## src/rtl/res_reader.sv

```systemverilog
// res_reader: AHB-Lite reader for a result FIFO, with STATUS and COUNT registers.
// Build option: define RES_READER_SIGN_EXT_EN to sign-extend RESULT data from bit 15.
module res_reader #(
  parameter int CNT_W = 16
) (
  input  logic        clk,
  input  logic        n_rst,
  input  logic        hsel,
  input  logic [3:0]  haddr,
  input  logic [1:0]  htrans,
  input  logic        hwrite,
  input  logic        hready,
  input  logic [31:0] hwdata,
  output logic [31:0] hrdata,
  output logic        hreadyout,
  output logic        hresp,
  input  logic        fifo_empty,
  input  logic [15:0] fifo_data,
  output logic        fifo_renable
);
  typedef enum logic [2:0] {IDLE, POP, DATA, ERR1, ERR2} state_t;
  state_t state_q, state_d;
  logic [CNT_W-1:0] count_q, count_d;
  logic unf_q, unf_d, clr_q, clr_d;
  logic [1:0] rsel_q, rsel_d;
  logic [31:0] hrdata_q, result;
  logic acc, res_rd, err, unused_ok;
  // Address-phase decode; transfers are only taken while this slave is ready
  always_comb begin
    acc = hsel & htrans[1] & hready & hreadyout;
    res_rd = acc & ~hwrite & (haddr[3:2] == 2'd0);
    err = acc & (((haddr[3:2] == 2'd0) & (hwrite | fifo_empty)) | ((haddr[3:2] == 2'd1) & hwrite) | (haddr[3:2] == 2'd3));
    unused_ok = ^{hwdata, haddr[1:0]};
  end
  // State register and datapath flops
  always_ff @(posedge clk or negedge n_rst) begin
    if (!n_rst) begin
      state_q <= IDLE;
      count_q <= '0;
      unf_q <= 1'b0;
      clr_q <= 1'b0;
      rsel_q <= 2'd0;
      hrdata_q <= 32'd0;
    end else begin
      state_q <= state_d;
      count_q <= count_d;
      unf_q <= unf_d;
      clr_q <= clr_d;
      rsel_q <= rsel_d;
      hrdata_q <= hrdata;
    end
  end
  // Next state: POP and ERR1 are fixed one-cycle steps, otherwise follow the new transfer
  always_comb begin
    state_d = (state_q == POP) ? DATA : (state_q == ERR1) ? ERR2 : (res_rd & ~fifo_empty) ? POP : err ? ERR1 : IDLE;
  end
  // FSM outputs
  always_comb begin
    hreadyout = ~((state_q == POP) | (state_q == ERR1));
    hresp = (state_q == ERR1) | (state_q == ERR2);
    fifo_renable = state_q == POP;
  end
  // Read mux, register data phases and counter/underflow updates
  always_comb begin
`ifdef RES_READER_SIGN_EXT_EN
    result = {{16{fifo_data[15]}}, fifo_data};
`else
    result = {16'h0000, fifo_data};
`endif
    hrdata = (state_q == DATA) ? result : (rsel_q == 2'd1) ? {30'd0, unf_q, fifo_empty} : (rsel_q == 2'd2) ? 32'(count_q) : hrdata_q;
    rsel_d = (acc & ~hwrite & (haddr[3:2] == 2'd1)) ? 2'd1 : (acc & ~hwrite & (haddr[3:2] == 2'd2)) ? 2'd2 : 2'd0;
    clr_d = acc & hwrite & (haddr[3:2] == 2'd2);
    count_d = clr_q ? '0 : ((state_q == DATA) & ~&count_q) ? count_q + 1'b1 : count_q;
    unf_d = (res_rd & fifo_empty) | (unf_q & ~clr_q);
  end
endmodule

```

## config.mk

```make
export PLATFORM = sky130hd
export DESIGN_NAME = res_reader
export DESIGN_NICKNAME = d
export VERILOG_FILES = /design/src/rtl/res_reader.sv
export SDC_FILE = /design/constraint.sdc
export NUM_CORES = 1
export LEC_CHECK = 0
export ABC_AREA = 1
export CAP_MARGIN = 20
export CORE_MARGIN = 5
export CORE_UTILIZATION = 38
export DETAILED_ROUTE_END_ITERATION = 8
export PLACE_DENSITY = 0.69
export SYNTH_ARGS = -nofsm -noshare
export SYNTH_HDL_FRONTEND = slang
export SYNTH_SLANG_ARGS = --single-unit
```

## constraint.sdc

```tcl
create_clock -name clk -period 1.8 [get_ports clk]
set_input_delay 0.36 -clock clk [delete_from_list [all_inputs] [get_ports clk]]
set_output_delay 0.36 -clock clk [all_outputs]
set_load 0.02 [all_outputs]
```

==> metrics.md <==
| Metric | Value |
|---|---|
| Synth Register Bits | `55` |
| Number of synthesized flops with an enable pin | `0` |
| Failing checks | `negative setup slack` |
| # DRC | `0` |
| Grt met3 use | `2.72%` |
| Root Buffer | `clkbuf_8` |
| Slew headroom | `76.2%` |
| CTS buffer count | `5` |
| Asr flop ratio synth | `100%` |
| Total track usage | `17.8%` |
| Layout cells sized above 1 | `39.7%` |
| Area delta synth->final | `64.8%` |
| I/O Buffers | `59` |
| Met2 usage | `31.7%` |
| Max stage delay on crit path | `0.43 ns` |
| Status | `finished with violations` |
| Gr busiest metal | `met2` |
| Antenna Cells | `0` |
| Peak VDD IR | `409 uV` |
| Detailed Routing Iterations Pass 1 | `4` |
| CTS Buffer Depth | `2` |
| Dpl ws | `-0.338 ns` |
| GR Layer Usage met1 | `22.5%` |
| Critical Path Most Common Cell | `buf_6` |
| Final Net Count | `521` |
| RSZ-0062 raised after global routing | `yes` |
| Critical Path Start Type | `register` |
| Drt total wl | `8430 um` |
| Lkg Pwr | `2.03 nW` |
| Synthesized cell area | `0.00270 mm2` |
| Cell Area, Placed | `0.00380 mm2` |
| Final setup vio count | `31` |
| CTS tree | `done` |
| Setup ws final | `-0.183 ns` |
| Io pins | `95` |
| Placer Congestion | `0.932` |
| CP arrival | `1.62 ns` |
| Req. time, crit path | `1.44 ns` |
| Setup crit end kind | `output pin` |
| Vias in the first global route | `2800` |
| Skew-Pair Late Insertion Delay | `0.31 ns` |
| First-pass GRT wire length | `12600 um` |
| Initial Utilization | `39.3%` |
| Crit Path Category | `reg -> out` |
| Hold Vio Cnt, Final | `0` |
| Slowest cell on crit path | `dfrtp_1` |
| Row count | `30` |
| Hold Crit Class | `in -> async` |
| Fin crit share | `110%` |
| FMAX | `0.504 GHz` |
| Post-route ant nets | `0` |
| Largest delay share family, worst path | `buffers and inverters` |
| Final Critical Period | `1.98 ns` |
| Clock Skews | `0.0109 ns` |
| Setup slack, reg-to-reg | `0.11 ns` |
| Average size of a mapped cell | `7.96 um2` |
| Yosys warns | `0` |
| DR vias | `2769` |
| Die Ht | `94.3 um` |
| Commonest non-fill, non-tap cell in the layout | `nand2_1` |
| Synth Flop Type | `dfrtp_1` |
| WL/cell | `15.1 um` |
| Initial DRC count | `199` |
| Most frequent cells in the layout | `84 x nand2_1, 55 x dfrtp_1, 53 x buf_4` |
| Die Width | `94.3 um` |
| Net count after synthesis | `400` |
| H-tree depth | `2` |
| Detailed placer's ending HPWL | `5280 um` |
| Cell chain of the critical path | `buf_6 > nand2_4 > nand2_8 > buf_16 > o31ai_4 > buf_6` |
| Post-synthesis sequential area ratio | `51.0%` |
| Pins Over Slew Limit | `0` |
| Sink Count | `55` |
| Drt via density | `4.97` |
| Core box area | `0.00687 mm2` |
| Die Area | `0.00889 mm2` |
| Crit Path Max Fanout | `10` |
| CP bufs+invs | `3` |
| Synth unique cells | `29` |
| Worst-path clk slew | `0.10 ns` |
| Worst slew pin tran | `0.355 ns` |
| Finished layout cell area | `0.00445 mm2` |
| Synth Instances | `339` |
| Pwr per Cell Area | `768 mW/mm2` |
| Initial antenna violation count | `0` |
| Grt total ovfl | `0` |
| Largest net degree at the start of global routing | `56` |
| Max_cap viols | `0` |
[synth_stat cells, types with 4 or more instances]
cell,n,area share [%]
nand2_1,94,13
buf_2,5,0.93
xor2_1,5,1.6
nand2_2,4,0.93
nor2_1,48,6.7
o31ai_1,5,1.4
clkbuf_1,4,0.56
inv_1,27,3.8
o21ai_0,22,4.1
o21ai_1,9,1.7
dfrtp_1,55,51
inv_2,5,0.70
nand3_1,30,5.6
nand4_1,4,0.93
nor2_2,4,0.93
[power by group]
| part | internal [mW] | total, mW | switching, mW |
|---|---|---|---|
| Sequential | 1.38 | 1.45 | 0.0737 |
| Clock | 0.282 | 0.725 | 0.442 |
| Combinational | 0.633 | 1.24 | 0.611 |
[layout make-up]
type,count,area [um2]
clock buffer,5,68.8
clock inverter,3,23.8
fill,540,2420
inverter,32,128
multi-input combinational,242,1490
sequential,55,1380
tap,96,120
timing repair buffer,124,1240
[worst reg2reg max path, cell delays in order (launching register included)]
cell,delay [ns]
dfrtp_1,0.38
buf_4,0.14
ha_1,0.18
nand3_1,0.15
nor2_2,0.21
nand2_2,0.09
nand2_2,0.13
buf_4,0.18
nand3_1,0.07
o21ai_1,0.09
[kinds of logic after synthesis]
logic type,share of synthesized area [%]
xor+xnor,1.62
simple gates,31.6
buf+inv,6.35
fa+ha+maj,0.463
compound gates,8.99
flops,51.0
[through the flow]
stage | util [%] | power, mW | hold slack (ns) | TNS (ns) | instances
2_1_floorplan | - | 1.89 | 0.0644 | 0 | 339
3_3_place_gp | 55.4 | 2.41 | 0.381 | -7.35 | 532
3_5_place_dp | 55.4 | 2.43 | 0.383 | -8.19 | 532
4_1_cts | 58.4 | 3.17 | 0.0424 | -2.81 | 545
5_1_grt | 64.8 | 3.58 | 0.0611 | -5.46 | 557
6_report | 64.8 | 3.42 | 0.0276 | -3.56 | 557
[registers in the layout, summed over array words and instances, names as in the netlist]
signal    count
clr_q         1
count_q      16
hrdata_q     32
rsel_q        2
state_q       3
unf_q         1
[metal layers]
metal	routed length [um]	up-vias
met5	0	-
met4	129	0
met3	431	15
met2	4390	97
met1	3480	1330
li1	-	1327
[path summary, 6_finish.rpt]
check | startpoint | end | depth (start not counted)
min | n_rst | hrdata_q[9] | 2
min reg2reg | unf_q | unf_q | 2
max reg2reg | count_q[1] | count_q[13] | 9
min in group clk | unf_q | unf_q | 2
max | rsel_q[0] | hrdata[5] | 6
max in group asynchronous | n_rst | state_q[1] | 2
[timing repair]
item,in CTS,in global routing
hold buffers,0,0
setup buffers,4,9
setup endpoints to repair,35,34
resized for setup,226,89
gates cloned,1,3
pin swaps,7,20
(Power assumes the default switching activity.)
